File: config.mk
export PLATFORM = sky130hd
export DESIGN_NAME = mem_bus_ctrl
export DESIGN_NICKNAME = d
export VERILOG_FILES = /design/src/rtl/mem_bus_ctrl.sv
export SDC_FILE = /design/constraint.sdc
export NUM_CORES = 1
export LEC_CHECK = 0
export CAP_MARGIN = 25
export CORE_MARGIN = 2
export CORE_UTILIZATION = 35
export DETAILED_ROUTE_END_ITERATION = 10
export GPL_TIMING_DRIVEN = 0
export REMOVE_ABC_BUFFERS = 1
export SLEW_MARGIN = 20
export SYNTH_ARGS = -nofsm -noshare
export SYNTH_HDL_FRONTEND = slang
export SYNTH_SLANG_ARGS = --single-unit
File: constraint.sdc
create_clock -name clk -period 5 [get_ports clk]
set_input_delay 1.5 -clock clk [delete_from_list [all_inputs] [get_ports clk]]
set_output_delay 1.5 -clock clk [all_outputs]
set_load 0.02 [all_outputs]
File: src/rtl/mem_bus_ctrl.sv
// Memory bus sequencer for the 5-stage core: I/D handshakes with active-low acks,
// global pipeline freeze, per-side timeout with sticky error and a freeze-cycle counter.
module mem_bus_ctrl #(
  parameter int TIMEOUT = 8,
  parameter int CW      = 4,
  parameter int SW      = 16
) (
  input  logic          clk,
  input  logic          rst,
  input  logic          if_req,
  input  logic          mem_req,
  input  logic          mem_wr,
  input  logic          ACKI_n,
  input  logic          ACKD_n,
  input  logic          err_clr,
  output logic          MREQ,
  output logic          WRITE,
  output logic          freeze,
  output logic          inst_valid,
  output logic          data_done,
  output logic          bus_err,
  output logic [1:0]    err_src,
  output logic [SW-1:0] stall_cnt
);

  localparam logic [CW-1:0] LAST = CW'(TIMEOUT - 1);

  logic          i_done, d_done;
  logic [CW-1:0] i_cnt, d_cnt;
  logic          pend_i, pend_d;
  logic          ack_i, ack_d;
  logic          to_i, to_d;
  logic          ok_i, ok_d;

  always_comb begin
    pend_i = if_req & ~i_done;
    pend_d = mem_req & ~d_done;
    ack_i  = pend_i & ~ACKI_n;
    ack_d  = pend_d & ~ACKD_n;
    to_i   = pend_i & ACKI_n & (i_cnt == LAST);
    to_d   = pend_d & ACKD_n & (d_cnt == LAST);
    ok_i   = ~if_req | i_done | ack_i | to_i;
    ok_d   = ~mem_req | d_done | ack_d | to_d;
  end

  // Outputs are gated with rst so they drop the instant reset is asserted.
  always_comb begin
    freeze     = rst & ~(ok_i & ok_d);
    MREQ       = mem_req & ~d_done & rst;
    WRITE      = MREQ & mem_wr;
    inst_valid = rst & if_req & (ack_i | (i_done & ~freeze));
    data_done  = rst & ~freeze & mem_req;
  end

  always_ff @(posedge clk or negedge rst) begin
    if (!rst) begin
      i_done    <= 1'b0;
      d_done    <= 1'b0;
      i_cnt     <= '0;
      d_cnt     <= '0;
      bus_err   <= 1'b0;
      err_src   <= '0;
      stall_cnt <= '0;
    end else begin
      if (!freeze) begin
        i_done <= 1'b0;
        d_done <= 1'b0;
      end else begin
        if (ack_i | to_i) i_done <= 1'b1;
        if (ack_d | to_d) d_done <= 1'b1;
      end

      if (ack_i | to_i | ~freeze | ~if_req) i_cnt <= '0;
      else if (pend_i & ACKI_n)             i_cnt <= i_cnt + CW'(1);

      if (ack_d | to_d | ~freeze | ~mem_req) d_cnt <= '0;
      else if (pend_d & ACKD_n)              d_cnt <= d_cnt + CW'(1);

      // A timeout coinciding with err_clr leaves the flag set.
      if (to_i | to_d)  bus_err <= 1'b1;
      else if (err_clr) bus_err <= 1'b0;
      err_src <= (err_clr ? 2'b00 : err_src) | {to_d, to_i};

      if (freeze && stall_cnt != '1) stall_cnt <= stall_cnt + SW'(1);
    end
  end

endmodule

# Word level (Yosys, flattened, before mapping)
# Index checks and enable logic that the tools add are counted.
[classes] bitwise=40 n_reduce_logical=4 n_mux=11 addsub=3 n_eq_ne=5
[ops] cell="$and A1 B1 Y1" count=17
[ops] cell="$add A16 B1 Y16 const B" count=1
[ops] cell="$mux W4" count=4
[ops] cell="$ne A16 B16 Y1 const B" count=1
[ops] cell="$or A1 B1 Y1" count=14
[ops] cell="$add A4 B1 Y4 const B" count=2
[ops] cell="$eq A4 B3 Y1 const B" count=2
[ops] cell="$not A1 Y1" count=8
[ops] cell="$mux W1" count=6
[ops] cell="$reduce_bool A2 Y1" count=3
[ops] cell="$ne A2 B1 Y1 const B" count=2
[ops] cell="$mux W2" count=1
[ops] cell="$or A2 B2 Y2" count=1
[ops] cell="$logic_and A1 B1 Y1" count=1
[totals] output_inout_bits=24 register_bits=29 in_bits=8 wordCells=70

# Logic depth before layout (Yosys ltp)
# Gate-level depths: netlist (run 1).
[depth] depth_word=12 depth_mapped=7

# Worst setup path after synthesis (run 1)
# No wires, ideal clock.
[synth_timing] kind="input-to-output" startpoint="in ACKD_n" endpoint="out data_done" arrival_ns=2.343 stages=4 required_ns=3.500 path_slack_ns=1.157 path_buffers=1 path_cell_list="and3b_1 buf_4 a22o_1 nor2_1"
[synth_between] elab_chain_cells=10 word_cells_on_any_way=12 cone_classes="bitwise: 12"
[synth_rtl] element="start: declaration" line_no="14" text="input logic ACKD_n,"
[synth_rtl] element="$not A1 Y1" line_no="39" text="ack_d = pend_d & ~ACKD_n;"
[synth_rtl] element="$and A1 B1 Y1" line_no="39"
[synth_rtl] element="$or A1 B1 Y1" line_no="43" text="ok_d = ~mem_req | d_done | ack_d | to_d;"
[synth_rtl] element="$or A1 B1 Y1 (*)" line_no="43"
[synth_rtl] element="$and A1 B1 Y1 (*)" line_no="48" text="freeze = rst & ~(ok_i & ok_d);"
[synth_rtl] element="$not A1 Y1 (*)" line_no="48"
[synth_rtl] element="$and A1 B1 Y1 (*)" line_no="48"
[synth_rtl] element="$not A1 Y1 (*)" line_no="52" text="data_done = rst & ~freeze & mem_req;"
[synth_rtl] element="$and A1 B1 Y1 (*) (2 in a row)" line_no="52"
[synth_rtl] element="end: declaration" line_no="20" text="output logic data_done,"
# Mark *: on every way between the ends. The rest lies on a longest branch, timed or not.

# Worst setup path after layout (run 1)
[layout_timing] startpoint="in mem_req" endpoint="out data_done"
[layout_between] elab_chain_cells=10 word_cells_on_any_way=14 cone_classes="bitwise: 14"
[layout_rtl] element="start: declaration" line_no="11" text="input logic mem_req,"
[layout_rtl] element="$and A1 B1 Y1 or $not A1 Y1 (tied branches)" line_no="37, 43"
[layout_rtl] element="$and A1 B1 Y1, or another cell as far along" line_no="39"
[layout_rtl] element="$or A1 B1 Y1 or $and A1 B1 Y1 (tied branches)" line_no="43, 41"
[layout_rtl] element="$or A1 B1 Y1" line_no="43"
[layout_rtl] element="$and A1 B1 Y1" line_no="48"
[layout_rtl] element="$not A1 Y1" line_no="48"
[layout_rtl] element="$and A1 B1 Y1" line_no="48"
[layout_rtl] element="$not A1 Y1" line_no="52"
[layout_rtl] element="$and A1 B1 Y1" line_no="52"
[layout_rtl] element="$and A1 B1 Y1 (*)" line_no="52"
# Marks and branches as above.

==> metrics.md, run 1 <==
| Metric | Value |
|---|---|
| Status | `finished clean` |
| Peak per-stage delay on the critical path | `0.61 ns` |
| Comb power frac | `25.0%` |
| Sw Share | `31.1%` |
| Count of final max-slew check failures | `0` |
| HP Class | `flop to flop` |
| Mapped Area | `1490 sq um` |
| Setup bufs post-CTS | `0` |
| CTS tree | `built` |
| Nets | `188` |
| Clock Sinks | `29` |
| Pin count of the biggest net entering global routing | `23` |
| Initial Util | `36.9%` |
| Async SR Flop Fraction | `100%` |
| Die Ht | `69.1 um` |
| DRT Wirelength | `3.02 mm` |
| Fin Setup TNS | `0 ns` |
| First-pass GRT wire length | `5.33 mm` |
| Worst setup path class | `input pin to output port` |
| Clk pin slew, worst setup/hold paths | `0.06 ns` |
| Worst path bufs/invs | `2` |
| Yosys cell types | `34` |
| Largest fanout on the critical path | `8` |
| CP max-delay cell | `clkdlybuf4s50_1` |
| Most frequent cell after synthesis | `dfrtp_1` |
| Clock share of power | `29.8%` |
| Int Pwr | `0.448 mW` |
| IO buf count | `31` |
| Gr ovfl total | `0` |
| CP cell instances | `clkdlybuf4s50_1 > and3b_2 > a22o_1 > nor2_1 > clkdlybuf4s50_1` |
| Leak | `0.841 nW` |
| GPL Wtd Cong | `0.791` |
| R2R setup slack | `3.20 ns` |
| Area growth from synthesis to layout | `31.9%` |
| Largest family of logic cells by synthesized area | `simple AND/OR/NAND/NOR gates` |
| Clock Latency Late Sink | `0.28 ns` |
| Setup ws final | `0.236 ns` |
| CP dominant cell by count | `clkdlybuf4s50_1` |
| Post-cts sizing count | `0` |
| Xor and xnor fraction of the mapped netlist area | `11.2%` |
| Tot GR Track Use | `14.0%` |
| CP top delay family | `buffers and inverters` |
| Reported max-cap violation count | `0` |
| Via count | `1,159` |
| #FFs+latches synth | `29` |
| Layout cells sized above 1 | `11.3%` |
| Row cnt | `23` |
| Fill count | `387` |
| 1st-iter DRT viols | `34` |
| Post-Synth Adder-Cell Area | `2.53%` |
| TritonCTS buffer count | `5` |
| Seq/Total Area, Yosys | `48.9%` |
| Worst-margin pin slew | `0.360 ns` |
| Pre-antenna DRT Iters | `4` |
| Die area | `4780 sq um` |
| Longest Clk Path Bufs | `2` |
| # diodes | `0` |
| Crit path required time | `3.50 ns` |
| Number of remaining DRC errors | `0` |
| CORE AREA | `4030 sq um` |
| Crit path capture type | `output port` |
| Die width | `69.1 um` |
| Total I/O pin count | `32` |
| Compound-Gate Fraction of Synth Area | `5.48%` |
| Crit path DAT | `3.26 ns` |
| Setup Viol. Count Final | `0` |
| Clk Tree Root Cell | `clkbuf_8` |
| Worst vdd ir | `0.000255 V` |
| Wirelength per Cell | `13.3 um` |
| Top cells by area, synth | `dfrtp_1 (49%), xnor2_1 (7.1%), nor2_1 (4.3%)` |
| Final period utilization | `95.3%` |
| Simple-gate area share of the yosys netlist | `27.7%` |
| Vias in the first global route | `1,172` |
| Place WS | `0.0127 ns` |
| Top post-synthesis cells by count | `dfrtp_1 (29), nor2_1 (17), xnor2_1 (12), nand2_1 (11), nand4_1 (10)` |
| Yosys top cell by area | `dfrtp_1` |
| Period minus WS final | `4.76 ns` |
| Slew margin rel. | `75.8%` |
| Hold_buf cts | `0` |
| Initial antenna violation count | `0` |
| Synth warnings | `0` |
| Syn_area_per_cell | `10.6 sq um` |
| RSZ-0062 raised after global routing | `no` |
| Pwr Density | `332 nW/um^2` |
| Hold Vio Cnt, Final | `0` |
| Detail Route Antenna Nets | `0` |
| H-tree Lvls | `2` |
| Syn Inst Count | `140` |
| Main synth FF type | `dfrtp_1` |
| Dpl hpwl | `2.30 mm` |
| Skew final | `0.00308 ns` |
| Flop pwr share | `45.2%` |
| Post-synth EDFFs | `0` |
| Synth top area share | `48.9%` |
| Total net switching power | `0.202 mW` |
| Startpoint types | `input pin` |
| Post-synthesis mux area share | `2.36%` |
| Vias per cell | `5.11` |
| FMAX | `210 MHz` |
-- power groups by stage --
stage               Combinational, mW  Sequential [mW]  Clock [mW]
global placement                0.157            0.294           0
floorplan                      0.0645            0.318           0
finish                          0.162            0.294       0.194
detailed placement              0.163            0.298           0
global route                    0.175            0.300       0.210
CTS                             0.165            0.294       0.198
-- layout by cell type (no fill, tap or decap), types with 4 or more instances in the layout --
cell type	count
clkbuf_8	6
clkdlybuf4s50_1	29
dfrtp_1	29
nand2_1	11
nand2b_1	4
nand3_1	9
nand4_1	10
nor2_1	17
xnor2_1	12
xor2_1	7
-- stage by stage --
step	area, sq um	utilization, %	cells	hold WS, ns	power, mW
finish	1960	48.6	227	0.513	0.650
global route	1960	48.6	227	0.539	0.685
CTS	1950	48.5	227	0.516	0.657
detailed placement	1870	46.4	220	0.501	0.461
global placement	1850	45.8	219	0.491	0.452
floorplan	1470	-	138	0.489	0.382
-- registers in the layout, summed over array words and instances, names as in the netlist --
register / count
i_done: 1
bus_err: 1
err_src: 2
stall_cnt: 16
d_cnt: 4
i_cnt: 4
d_done: 1
-- layout make-up --
type / instances / area, sq um / share of cell area, %
Sequential cell: 29 / 726 / 37.0
Tap cell: 50 / 62.6 / 3.19
Multi-Input combinational cell: 105 / 734 / 37.5
Inverter: 4 / 15.0 / 0.766
Clock buffer: 7 / 86.3 / 4.41
Timing Repair Buffer: 32 / 335 / 17.1
-- final timing paths --
path / startpoint / end / cells after the start
setup / recovery: mem_req / data_done / 5
hold / removal: bus_err / bus_err / 2
setup reg to reg: d_cnt[0] / stall_cnt[1] / 7
hold reg to reg: bus_err / bus_err / 2
max in group asynchronous: rst / d_cnt[2] / 2
min in group asynchronous: rst / i_cnt[1] / 1
-- layer usage --
layer | GRT usage, % | routed length (um)
met2 | 22.9 | 1470
met4 | 8.50 | 91
met5 | 0 | 0
met3 | 3.07 | 86
met1 | 16.8 | 1370
-- cells by family after synthesis --
group                    count (synthesis)
XOR/XNOR                                19
multiplexers                             3
AO/OA/AOI/OAI                           11
adder cells (fa/ha/maj)                  3
buffers and inverters                    6
flip-flops                              29
AND/OR/NAND/NOR                         69
-- worst reg2reg max path, stage by stage (launching register included) --
cell	delay, ns
dfrtp_1	0.39
ha_1	0.21
nand3b_1	0.18
a22o_1	0.32
nand2_1	0.14
inv_2	0.07
nand2_2	0.08
mux2_4	0.29
Power figures use the tool's default switching activity.
==> inputs of run 2 (changes only) <==
- CORE_MARGIN: 2 -> 1.5
==> metrics.md, run 2 (synthesized netlist as in run 1, its figures left out) <==
| Metric | Value |
|---|---|
| Comb power frac | `22.2% (-2.8 points)` |
| Initial antenna violation count | `0 (unchanged)` |
| Sw Share | `28.2% (-2.9 points)` |
| Final period utilization | `97.6% (+2.3 points)` |
| DRT Wirelength | `3.09 mm (+2.4%)` |
| Max reg flops | `16 (unchanged)` |
| Reg2Reg Depth | `7 (unchanged)` |
| Tot GR Track Use | `16.2% (+2.2 points)` |
| Commonest non-fill, non-tap cell in the layout | `clkdlybuf4s50_1` |
| Largest fanout on the critical path | `6 (-2)` |
| Status | `finished clean` |
| Skew final | `0.00676 ns (+0.00367 ns)` |
| # diodes | `0 (unchanged)` |
| Area growth from synthesis to layout | `38.0%` |
| Wirelength per Cell | `13.2 um (-0.65%)` |
| Clk Tree Root Cell | `clkbuf_8` |
| Crit path DAT | `3.38 ns (+0.12 ns)` |
| Hold_buf cts | `0 (unchanged)` |
| Longest Clk Path Bufs | `2 (unchanged)` |
| Vias per cell | `5.12 (+0.36%)` |
| Worst vdd ir | `0.000235 V (-8.2%)` |
| Leak | `0.881 nW (+4.7%)` |
| IO buf count | `31 (unchanged)` |
| Vias in the first global route | `1,178 (+0.51%)` |
| GPL Wtd Cong | `0.797 (+0.76%)` |
| H-tree Lvls | `2 (unchanged)` |
| Reported max-cap violation count | `0 (unchanged)` |
| TritonCTS buffer count | `5 (unchanged)` |
| Crit path required time | `3.50 ns (about the same)` |
| Flop pwr share | `39.1% (-6.1 points)` |
| 1st-iter DRT viols | `46 (+35%)` |
| Gr ovfl total | `0 (unchanged)` |
| Pre-antenna DRT Iters | `4 (unchanged)` |
| Cells on Worst Hold Path | `1 (-1)` |
| Clk pin slew, worst setup/hold paths | `0.07 ns (about the same)` |
| Initial Util | `36.9% (unchanged)` |
| Pwr Density | `367 nW/um^2 (+11%)` |
| Startpoint types | `input pin` |
| Hold Vio Cnt, Final | `0 (unchanged)` |
| Clock Latency Late Sink | `0.29 ns (about the same)` |
| Total I/O pin count | `32 (unchanged)` |
| Dpl hpwl | `2.27 mm (-1.5%)` |
| Clock share of power | `38.7% (+8.9 points)` |
| Die Ht | `68.1 um (-1.4%)` |
| Detail Route Antenna Nets | `0 (unchanged)` |
| Nets | `194 (+3.2%)` |
| Worst setup path class | `input pin to output port` |
| Number of remaining DRC errors | `0 (unchanged)` |
| Count of final max-slew check failures | `0 (unchanged)` |
| Via count | `1,199 (+3.5%)` |
| Period minus WS final | `4.88 ns (+0.114 ns)` |
| Setup ws final | `0.122 ns (-0.114 ns)` |
| RSZ-0062 raised after global routing | `no` |
| Fill count | `377 (-2.6%)` |
| Clock Sinks | `29 (unchanged)` |
| Crit path capture type | `output port` |
| Most frequent cells in the layout | `clkdlybuf4s50_1 (30), dfrtp_1 (29), nor2_1 (17)` |
| Die area | `4640 sq um (-2.9%)` |
| HP Class | `flop to flop` |
| Layout cells sized above 1 | `15.2% (+3.9 points)` |
| Row cnt | `23 (unchanged)` |
| FMAX | `205 MHz (-2.3%)` |
| Total net switching power | `0.212 mW (+4.9%)` |
| Setup Viol. Count Final | `0 (unchanged)` |
| Most flops, register | `stall_cnt` |
| Fin Setup TNS | `0 ns (unchanged)` |
| Pin count of the biggest net entering global routing | `23 (unchanged)` |
| CORE AREA | `4030 sq um (unchanged)` |
| Int Pwr | `0.540 mW (+21%)` |
| CTS tree | `built` |
| Slew margin rel. | `75.3% (-0.49 points)` |
| Place WS | `-0.0333 ns (-0.0461 ns)` |
| Top flop regs | `stall_cnt (16), d_cnt (4), i_cnt (4)` |
| First-pass GRT wire length | `5.46 mm (+2.6%)` |
| Die width | `68.1 um (-1.4%)` |
| Worst-margin pin slew | `0.367 ns (+0.00723 ns)` |
[run 2: cell types whose count changed in the layout (fill, tap and decap cells not counted), sizes merged]
cell,before,now
dlymetal6s2s,1,0
bufinv,0,2
clkinv,0,1
clkdlybuf4s50,29,30
buf,2,8
clkbuf,7,5
[run 2: path summary, 6_finish.rpt]
check	from	endpoint	slack, ns
worst min-delay path	stall_cnt[15]	stall_cnt[15]	0.51
worst min register to register	stall_cnt[15]	stall_cnt[15]	0.51
worst max register to register	d_cnt[0]	stall_cnt[1]	3.17
min in group asynchronous	rst	i_cnt[1]	1.12
max in group asynchronous	rst	err_src[1]	3.47
worst max-delay path	mem_req	freeze	0.12
[run 2: critical path, cell delays in order]
cell and delay (ns):
clkdlybuf4s50_1 0.52, and3b_2 0.27, a22o_1 0.22, nand2_1 0.13
inv_2 0.11, clkdlybuf4s50_1 0.61
[run 2: per-layer routing]
| metal | part of all wire [%] | track usage [%] | wire, um | vias up |
|---|---|---|---|---|
| met3 | 4.5 | 6.09 | 140 | 4 |
| met1 | 44 | 20.6 | 1370 | 585 |
| li1 | - | - | - | 578 |
| met5 | 0 | 0 | 0 | - |
| met2 | 49 | 24.8 | 1520 | 32 |
| met4 | 1.7 | 6.50 | 54 | 0 |
[run 2: final cells by class]
| cell class | count | area (sq um) | share of cell area, % |
|---|---|---|---|
| Clock buffer | 5 | 68.8 | 3.36 |
| Multi-Input combinational cell | 105 | 734 | 35.8 |
| Inverter | 4 | 15.0 | 0.733 |
| Clock inverter | 3 | 65.1 | 3.17 |
| Tap cell | 50 | 62.6 | 3.05 |
| Timing Repair Buffer | 38 | 378 | 18.4 |
| Sequential cell | 29 | 726 | 35.4 |
[run 2: timing repair]
action,in CTS,in global routing
setup buffers,0,6
cloned,0,0
pin swaps,0,2
resized for setup,2,0
setup endpoints to repair,1,1
[run 2: power groups by stage]
stage	Clock, mW	Sequential [mW]	Combinational, mW
CTS	0.295	0.294	0.166
detailed placement	0	0.298	0.164
global route	0.309	0.300	0.184
global placement	0	0.294	0.157
floorplan	0	0.318	0.0645
finish	0.291	0.294	0.167
[run 2: through the flow]
stage | hold slack [ns] | util [%] | power, mW | std cells | cell area (sq um)
detailed placement | 0.496 | 46.4 | 0.462 | 220 | 1870
global placement | 0.491 | 45.8 | 0.452 | 219 | 1850
finish | 0.505 | 50.9 | 0.752 | 234 | 2050
global route | 0.533 | 50.9 | 0.793 | 234 | 2050
floorplan | 0.489 | - | 0.382 | 138 | 1470
CTS | 0.505 | 49.8 | 0.755 | 228 | 2000
